## config.mk

```make
export PLATFORM = sky130hd
export DESIGN_NAME = mux_select_arbiter
export DESIGN_NICKNAME = d
export VERILOG_FILES = /design/src/rtl/mux_arb_pkg.sv /design/src/rtl/rr_pick.sv /design/src/rtl/mux_select_arbiter.sv
export SDC_FILE = /design/constraint.sdc
export NUM_CORES = 1
export LEC_CHECK = 0
export CELL_PAD_IN_SITES_DETAIL_PLACEMENT = 0
export CELL_PAD_IN_SITES_GLOBAL_PLACEMENT = 1
export CORE_UTILIZATION = 43
export CTS_BUF_LIST = sky130_fd_sc_hd__clkbuf_4
export DETAILED_ROUTE_END_ITERATION = 12
export GPL_TIMING_DRIVEN = 0
export PLACE_DENSITY_LB_ADDON = 0.1
export SETUP_SLACK_MARGIN = 0.02
export SYNTH_ARGS = -nofsm -noshare
export SYNTH_HDL_FRONTEND = slang
export SYNTH_SLANG_ARGS = --single-unit
```

## constraint.sdc

```tcl
create_clock -name clk -period 6.3 [get_ports clk]
set_input_delay 0.945 -clock clk [delete_from_list [all_inputs] [get_ports clk]]
set_output_delay 0.945 -clock clk [all_outputs]
set_load 0.01 [all_outputs]
```

## src/rtl/mux_arb_pkg.sv

```systemverilog
// mux_arb_pkg: shared state encoding, sizing constants and select-width helper
package mux_arb_pkg;

    typedef enum logic {
        IDLE  = 1'b0,
        GRANT = 1'b1
    } state_t;

    function automatic int sel_width(input int n);
        return (n > 1) ? $clog2(n) : 1;
    endfunction

    localparam int N_REQ_DEFAULT = 32;
    localparam int SEL_W_DEFAULT = sel_width(N_REQ_DEFAULT);

endpackage

```

## src/rtl/rr_pick.sv

```systemverilog
// rr_pick: first set request at or after start, wrapping modulo N_REQ;
// with excl_i set, the start position itself is never chosen
module rr_pick
    import mux_arb_pkg::*;
#(
    parameter int N_REQ = N_REQ_DEFAULT,
    parameter int SEL_W = sel_width(N_REQ)
) (
    input  logic [N_REQ-1:0] req_i,
    input  logic [SEL_W-1:0] start_i,
    input  logic             excl_i,
    output logic             found_o,
    output logic [SEL_W-1:0] idx_o
);

    always_comb begin
        found_o = 1'b0;
        idx_o   = '0;
        // Walk backwards so the nearest candidate to start wins.
        for (int k = N_REQ - 1; k >= 0; k--) begin
            int p;
            p = int'(start_i) + k;
            p = (p >= N_REQ) ? p - N_REQ : p;
            if (req_i[p] && !(excl_i && k == 0)) begin
                found_o = 1'b1;
                idx_o   = SEL_W'(p);
            end
        end
    end

endmodule

```

## src/rtl/mux_select_arbiter.sv

```systemverilog
// mux_select_arbiter: round-robin select arbiter for a shared N_REQ:1 mux,
// with a hold timeout that forces rotation under contention
module mux_select_arbiter
    import mux_arb_pkg::*;
#(
    parameter int N_REQ    = N_REQ_DEFAULT,
    parameter int SEL_W    = sel_width(N_REQ),
    parameter int MAX_HOLD = 16
) (
    input  logic             clk,
    input  logic             rst_n,
    input  logic [N_REQ-1:0] REQ,
    output logic [SEL_W-1:0] S,
    output logic [N_REQ-1:0] GNT,
    output logic             VALID,
    output logic             TIMEOUT
);

    localparam int HW = (MAX_HOLD > 1) ? $clog2(MAX_HOLD) : 1;
    localparam logic [HW-1:0] HOLD_TOP = HW'((MAX_HOLD > 0) ? MAX_HOLD - 1 : 0);

    state_t           state_q;
    logic [SEL_W-1:0] s_q, last_q;
    logic [HW-1:0]    hold_q;
    logic [N_REQ-1:0] gnt_q;
    logic             valid_q, timeout_q;

    logic             owner_req_d, others_d, force_d, found_d;
    logic [SEL_W-1:0] start_d, next_idx_d;

    assign owner_req_d = REQ[s_q];
    assign others_d    = |(REQ & ~(N_REQ'(1) << s_q));
    assign force_d     = (state_q == GRANT) && owner_req_d && (MAX_HOLD != 0) &&
                         (hold_q == HOLD_TOP) && others_d;
    // A forced rotation starts at the owner with the owner excluded, which
    // is the same order as LAST+1 onward but never lands back on the owner.
    assign start_d     = force_d ? last_q :
                         (last_q == SEL_W'(N_REQ - 1)) ? '0 : last_q + SEL_W'(1);

    rr_pick #(.N_REQ(N_REQ), .SEL_W(SEL_W)) u_pick (
        .req_i   (REQ),
        .start_i (start_d),
        .excl_i  (force_d),
        .found_o (found_d),
        .idx_o   (next_idx_d)
    );

    always_ff @(posedge clk or negedge rst_n) begin
        if (!rst_n) begin
            state_q   <= IDLE;
            s_q       <= '0;
            last_q    <= SEL_W'(N_REQ - 1);
            hold_q    <= '0;
            gnt_q     <= '0;
            valid_q   <= 1'b0;
            timeout_q <= 1'b0;
        end else begin
            timeout_q <= 1'b0;
            if ((state_q == IDLE && found_d) || force_d ||
                (state_q == GRANT && !owner_req_d && found_d)) begin
                state_q   <= GRANT;
                s_q       <= next_idx_d;
                last_q    <= next_idx_d;
                gnt_q     <= N_REQ'(1) << next_idx_d;
                valid_q   <= 1'b1;
                hold_q    <= '0;
                timeout_q <= force_d;
            end else if (state_q == GRANT && owner_req_d) begin
                hold_q <= !others_d ? '0 :
                          (hold_q == HOLD_TOP) ? hold_q : hold_q + HW'(1);
            end else if (state_q == GRANT) begin
                state_q <= IDLE;
                gnt_q   <= '0;
                valid_q <= 1'b0;
                hold_q  <= '0;
            end
        end
    end

    assign S       = s_q;
    assign GNT     = gnt_q;
    assign VALID   = valid_q;
    assign TIMEOUT = timeout_q;

endmodule
```

==> impl_metrics.json, run 1 <==
{
  "status": "finished with violations",
  "violations": "setup timing",
  "synthesis.nets": 1429,
  "drc_errors": 0,
  "cts-root-buf": "clkbuf_4",
  "grt_usage_pct": 42.12,
  "slew-limit-headroom_pct": 38.30,
  "dp_hpwl_um": 42030,
  "clock_latency_ns": 0.37,
  "fillers": 2325,
  "yosysSeqAreaShare_pct": 11.21,
  "cp_data_required_time_ns": 6.59,
  "slowest_stage": "or4_4",
  "firstDrtPassIters": 6,
  "pin_count": 73,
  "vias": 13640,
  "cts_tree": "yes",
  "clkTransAtPathRegs_ns": 0.14,
  "die_x_um": 161.9,
  "yosys-top-cells-area": "dfrtp_1, mux2i_1, mux4_2",
  "min_from": "GNT[10]",
  "preCtsSetupSlack_ns": -3.441,
  "cts_max_level": 2,
  "crit_fanout": 10,
  "r2r_start": "S[1]",
  "drive_gt1_share_pct": 36.48,
  "clock-sinks": 49,
  "drt-total-wl_um": 57460,
  "hold_class": "reg2reg",
  "final_antenna_net_count": 0,
  "synth.distinct_cells": 120,
  "ctsHoldBuffers": 0,
  "gp_congestion": 1.071,
  "grt_pass1_wl_um": 82010,
  "startpoint": "REQ[30]",
  "skew_ns": 0.005020,
  "syn_area_per_cell_um2": 7.955,
  "hold_slack_ns": 0.4923,
  "synthSimpleGateAreaFrac_pct": 22.43,
  "grt-ovfl-total": 0,
  "grt_pass1_vias": 12470,
  "critical_path.max_stage_delay_ns": 0.60,
  "syn_inst": 1382,
  "synthMuxAreaShare_pct": 20.21,
  "ys_ff_latch": 49,
  "cts_buffers": 5,
  "synth_ff_type": "dfrtp_1",
  "mappedNetlistArea_um2": 10990,
  "worst-endpoint-arrival_ns": 7.20,
  "fin_nets": 1633,
  "cp-end-kind": "register",
  "register_area_um2": 1235,
  "setup_viol": 43,
  "port_buffers": 47,
  "timing.final.ws_setup_ns": -0.6078,
  "diodes": 0,
  "synthXorXnorAreaFrac_pct": 3.221,
  "synth.most_common_cell": "nand2_1",
  "yosysTopAreaCell": "dfrtp_1",
  "tightestPinTransition_ns": 0.9199,
  "synth_edf_count": 0,
  "wl_per_cell_um": 29.97,
  "fmax_mhz": 144.8,
  "path_class": "in2reg",
  "startpoint_type": "primary input",
  "synthTopCellsByCount": "nand2_1, a21oi_1, nor2_1",
  "synth_top_family_by_area": "compound AO/OA/AOI/OAI gates",
  "synthAdderAreaFrac_pct": 1.479,
  "die_area_um2": 26210,
  "antenna_found_initial": 2,
  "async_flop_share_pct": 100.0,
  "initial_core_util_pct": 43.79,
  "cts_buffer_depth": 2,
  "maxCapViolCount": 0,
  "hold_viol": 0,
  "post_drt_via_cell_ratio": 7.117,
  "yosysWarnings": 0,
  "multi_input_area_um2": 10420,
  "rsz0062_at_grt": "yes",
  "areaGrowthSynthToFinish_pct": 36.71,
  "fin_crit_sh_pct": 109.6,
  "fin_crit_ns": 6.908,
  "grt_max_degree": 29,
  "drtIter0Drc": 1611,
  "synth_compound_area_share_pct": 34.33,
  "synth_top_area_share_pct": 10.01,
  "report.final.slew_viol_count": 0,
  "die_y_um": 161.9,
  "core_um2": 25110,
  "row_count": 58
}
[sequential cells by signal (all words and copies together), names as in the netlist]
register  flops
GNT          32
TIMEOUT       1
hold_q        4
state_q       1
last_q        5
VALID         1
S             5
[layout make-up]
type	instances	share of cell area [%]
buffer	119	6.784
clock buffer	7	0.3496
clock inverter	1	0.02497
inverter	31	0.9157
multi-input combinational	1182	69.31
sequential	49	8.216
tap	330	2.747
timing repair buffer	198	11.65
[final timing paths]
check | slack (ns) | to | cells after the start
setup / recovery | -0.61 | GNT[23] | 29
max in group asynchronous | 5.06 | last_q[1] | 2
setup reg to reg | -0.58 | GNT[23] | 31
min in group asynchronous | 0.60 | S[2] | 1
hold / removal | 0.49 | GNT[10] | 2
hold reg to reg | 0.49 | GNT[10] | 2
[layer usage]
layer | global-route usage (%) | up-vias | routed length [um]
met5 | 0 | - | 0
met4 | 25.94 | 0 | 4136
met3 | 7.661 | 241 | 5771
met2 | 64.44 | 916 | 24690
met1 | 54.93 | 6592 | 22860
li1 | - | 5894 | -
[logic make-up (layout without fill, tap and decap cells)]
| kind of cell | after synthesis | in the layout |
|---|---|---|
| compound gates | 496 | 497 |
| xor+xnor | 37 | 37 |
| fa+ha+maj | 13 | 13 |
| buf+inv | 153 | 356 |
| flops | 49 | 49 |
| mux | 157 | 157 |
| simple gates | 477 | 478 |
[placed cells by master (no fill, tap or decap), types with 10 or more instances in the layout]
master           instances
nor3_1                  18
nand4_1                 18
a22o_1                  13
a2111oi_4               13
o211ai_1                23
o31ai_2                 14
mux2_2                  12
xnor2_1                 12
clkbuf_2                10
nand2b_1                10
o21ai_0                 27
a22oi_1                 23
buf_2                   28
inv_1                   22
nor4_1                  24
mux2i_1                 86
buf_12                  14
xnor2_2                 11
clkdlybuf4s50_1         39
dfrtp_1                 42
nor2_1                  95
nand2_1                149
buf_4                  145
a31oi_1                 23
nand3_1                 31
nand3b_1                10
clkbuf_4                16
a21o_1                  19
o22ai_1                 13
a21oi_2                 16
buf_6                   29
a21oi_1                 89
a22oi_2                 10
o31ai_1                 21
clkbuf_1                25
mux4_2                  41
a211oi_1                38
[through the flow]
stage / cells / instance area [um^2] / util, % / setup TNS, ns
2_1_floorplan: 1382 / 11500 / - / -17.82
3_3_place_gp: 1759 / 12390 / 49.33 / -150.95
3_5_place_dp: 1760 / 12410 / 49.42 / -148.13
4_1_cts: 1856 / 13890 / 55.30 / -22.35
5_1_grt: 1917 / 15030 / 59.86 / -24.91
6_report: 1917 / 15030 / 59.86 / -18.71
[worst max-delay path, delay by kind of cell]
family / cells / cell delay, ns
AOI/OAI and AO/OA: 10 / 2.19
muxes: 3 / 0.92
buffers and inverters: 10 / 1.50
adders and majority gates: 1 / 0.23
and+or+nand+nor: 5 / 1.39
[timing repair]
item / in CTS / in global routing
resized for setup: 184 / 150
setup buffers: 88 / 61
pin swaps: 51 / 72
gates cloned: 2 / 2
setup endpoints to repair: 48 / 47
Power of run 1 is not shown: default switching activity piles up to over one toggle a cycle in this logic, so the estimate is an artifact.
==> run 2, diff against run 1 <==
--- a/config.mk
+++ b/config.mk
@@ -11,7 +11,8 @@
 export CTS_BUF_LIST = sky130_fd_sc_hd__clkbuf_4
 export DETAILED_ROUTE_END_ITERATION = 12
 export GPL_TIMING_DRIVEN = 0
-export PLACE_DENSITY_LB_ADDON = 0.1
+export PLACE_DENSITY_LB_ADDON = 0.05
+export REMOVE_ABC_BUFFERS = 1
 export SETUP_SLACK_MARGIN = 0.02
 export SYNTH_ARGS = -nofsm -noshare
 export SYNTH_HDL_FRONTEND = slang
==> run 2 against run 1 <==
The flow still finishes with violations (setup timing). Die area unchanged. Count of clock-buffer cells in the layout down 2. Design area down 0.18%. Critical path depth down 4. Sequential cell count unchanged. Non-clock buffer count down 52. Sequential share of layout area up 0.13 points. Maximum frequency up 2.4%. First-iteration DRC count up 23%. Critical endpoint is now GNT[9]. Highest routed layer is now met5.
==> impl_metrics.json, run 2 (same netlist as run 1, synthesis figures left out) <==
{
  "skew_ns": 0.01813,
  "fillers": 2277,
  "die_x_um": 161.9,
  "rr_worst_depth": 25,
  "timing.reg2reg.setup_slack_ns": -0.42,
  "hold_class": "in2async",
  "setup_viol": 40,
  "clock_latency_ns": 0.38,
  "core_um2": 25110,
  "gp_congestion": 1.044,
  "port_buffers": 72,
  "grt-ovfl-total": 0,
  "hold_viol": 0,
  "tightestPinTransition_ns": 1.111,
  "grt_usage_pct": 42.72,
  "critical_path.max_stage_delay_ns": 0.57,
  "fin_nets": 1596,
  "cp_data_required_time_ns": 6.61,
  "rsz0062_at_grt": "yes",
  "startpoint_type": "primary input",
  "die_y_um": 161.9,
  "grt_max_degree": 50,
  "fin_crit_ns": 6.746,
  "die_area_um2": 26210,
  "violations": "setup timing",
  "hold_slack_ns": 0.4203,
  "status": "finished with violations",
  "worst-endpoint-arrival_ns": 7.05,
  "r2r-end": "GNT[9]",
  "slowest_stage": "or4_4",
  "dp_hpwl_um": 36120,
  "path_class": "in2reg",
  "cts_tree": "yes",
  "clock-sinks": 49,
  "drtIter0Drc": 1989,
  "initial_core_util_pct": 43.79,
  "antenna_found_initial": 1,
  "firstDrtPassIters": 6,
  "wl_per_cell_um": 30.82,
  "largest_reg_flops": 32,
  "ctsHoldBuffers": 0,
  "mostFrequentLayoutCell": "buf_4",
  "fin_setup_tns_ns": -12.53,
  "drc_errors": 0,
  "diodes": 0,
  "vias": 13790,
  "report.final.slew_viol_count": 0,
  "grt_pass1_vias": 12620,
  "drt-total-wl_um": 57940,
  "timing.final.ws_setup_ns": -0.4460,
  "place_area_um2": 11590,
  "cts-root-buf": "clkbuf_4",
  "cp-end-kind": "register",
  "final_antenna_net_count": 0,
  "clkTransAtPathRegs_ns": 0.16,
  "cts_buffer_depth": 2,
  "cts_max_level": 2,
  "design_area_um2": 15000,
  "r2r_start": "S[0]",
  "final_cell_mix": "buf_4, nand2_1, nor2_1",
  "areaGrowthSynthToFinish_pct": 36.46,
  "crit_fanout": 8,
  "grt_pass1_wl_um": 83920,
  "slew-limit-headroom_pct": 25.93,
  "fin_crit_sh_pct": 107.1,
  "maxCapViolCount": 0,
  "cts_buffers": 5,
  "fmax_mhz": 148.2,
  "drive_gt1_share_pct": 37.16,
  "post_drt_via_cell_ratio": 7.336,
  "preCtsSetupSlack_ns": -5.878,
  "row_count": 58,
  "pin_count": 73
}
## run 2: routing by layer
metal | vias to the layer above | global-route usage (%) | part of all wire, %
met5 | - | 0 | 0.022
li1 | 5831 | - | -
met3 | 233 | 7.176 | 11
met1 | 6722 | 57.11 | 39
met2 | 1004 | 65.94 | 43
met4 | 2 | 22.21 | 6.8
## run 2: repair_timing
| item | in CTS | in global routing |
|---|---|---|
| endpoints found under the setup margin | 48 | 47 |
| buffers inserted | 138 | 46 |
| pin swaps | 74 | 43 |
| gates resized for setup | 426 | 81 |
| cloned | 17 | 3 |
| hold endpoints to repair | 0 | 0 |
## run 2: layout make-up
| class | count | area [um^2] | share of cell area, % |
|---|---|---|---|
| Clock buffer | 5 | 37.54 | 0.2502 |
| Sequential cell | 49 | 1252 | 8.348 |
| Inverter | 31 | 195.2 | 1.301 |
| Multi-Input combinational cell | 1188 | 10550 | 70.29 |
| Timing Repair Buffer | 265 | 2469 | 16.45 |
| Clock inverter | 3 | 25.02 | 0.1668 |
| Tap cell | 330 | 412.9 | 2.752 |
| Timing Repair inverter | 9 | 66.31 | 0.4420 |
## run 2: how the worst max path moves through the flow
stage / start / slack [ns] / cells past startpoint / to
3_5_place_dp: REQ[14] / -5.88 / 25 / GNT[5]
6_report: REQ[19] / -0.45 / 25 / GNT[9]
2_1_floorplan: REQ[19] / -2.63 / 19 / GNT[17]
3_3_place_gp: REQ[2] / -7.06 / 21 / GNT[19]
5_1_grt: S[0] / -0.53 / 25 / GNT[1]
4_1_cts: REQ[19] / -0.28 / 26 / GNT[9]
## run 2: stage by stage
stage | std cells | utilization (%)
floorplan | 1260 | -
global placement | 1662 | 45.66
detailed placement | 1669 | 46.16
CTS | 1832 | 56.61
global route | 1880 | 59.75
finish | 1880 | 59.75
## run 2: worst max-delay path: cells and delay by family
family	cells	cell delay (ns)
AOI/OAI and AO/OA	9	2.32
and+or+nand+nor	5	1.30
muxes	4	1.24
buffers and inverters	5	0.78
adders and majority gates	1	0.23
xor gates and xnor gates	1	0.22
Power of run 2 is left out for the same reason.
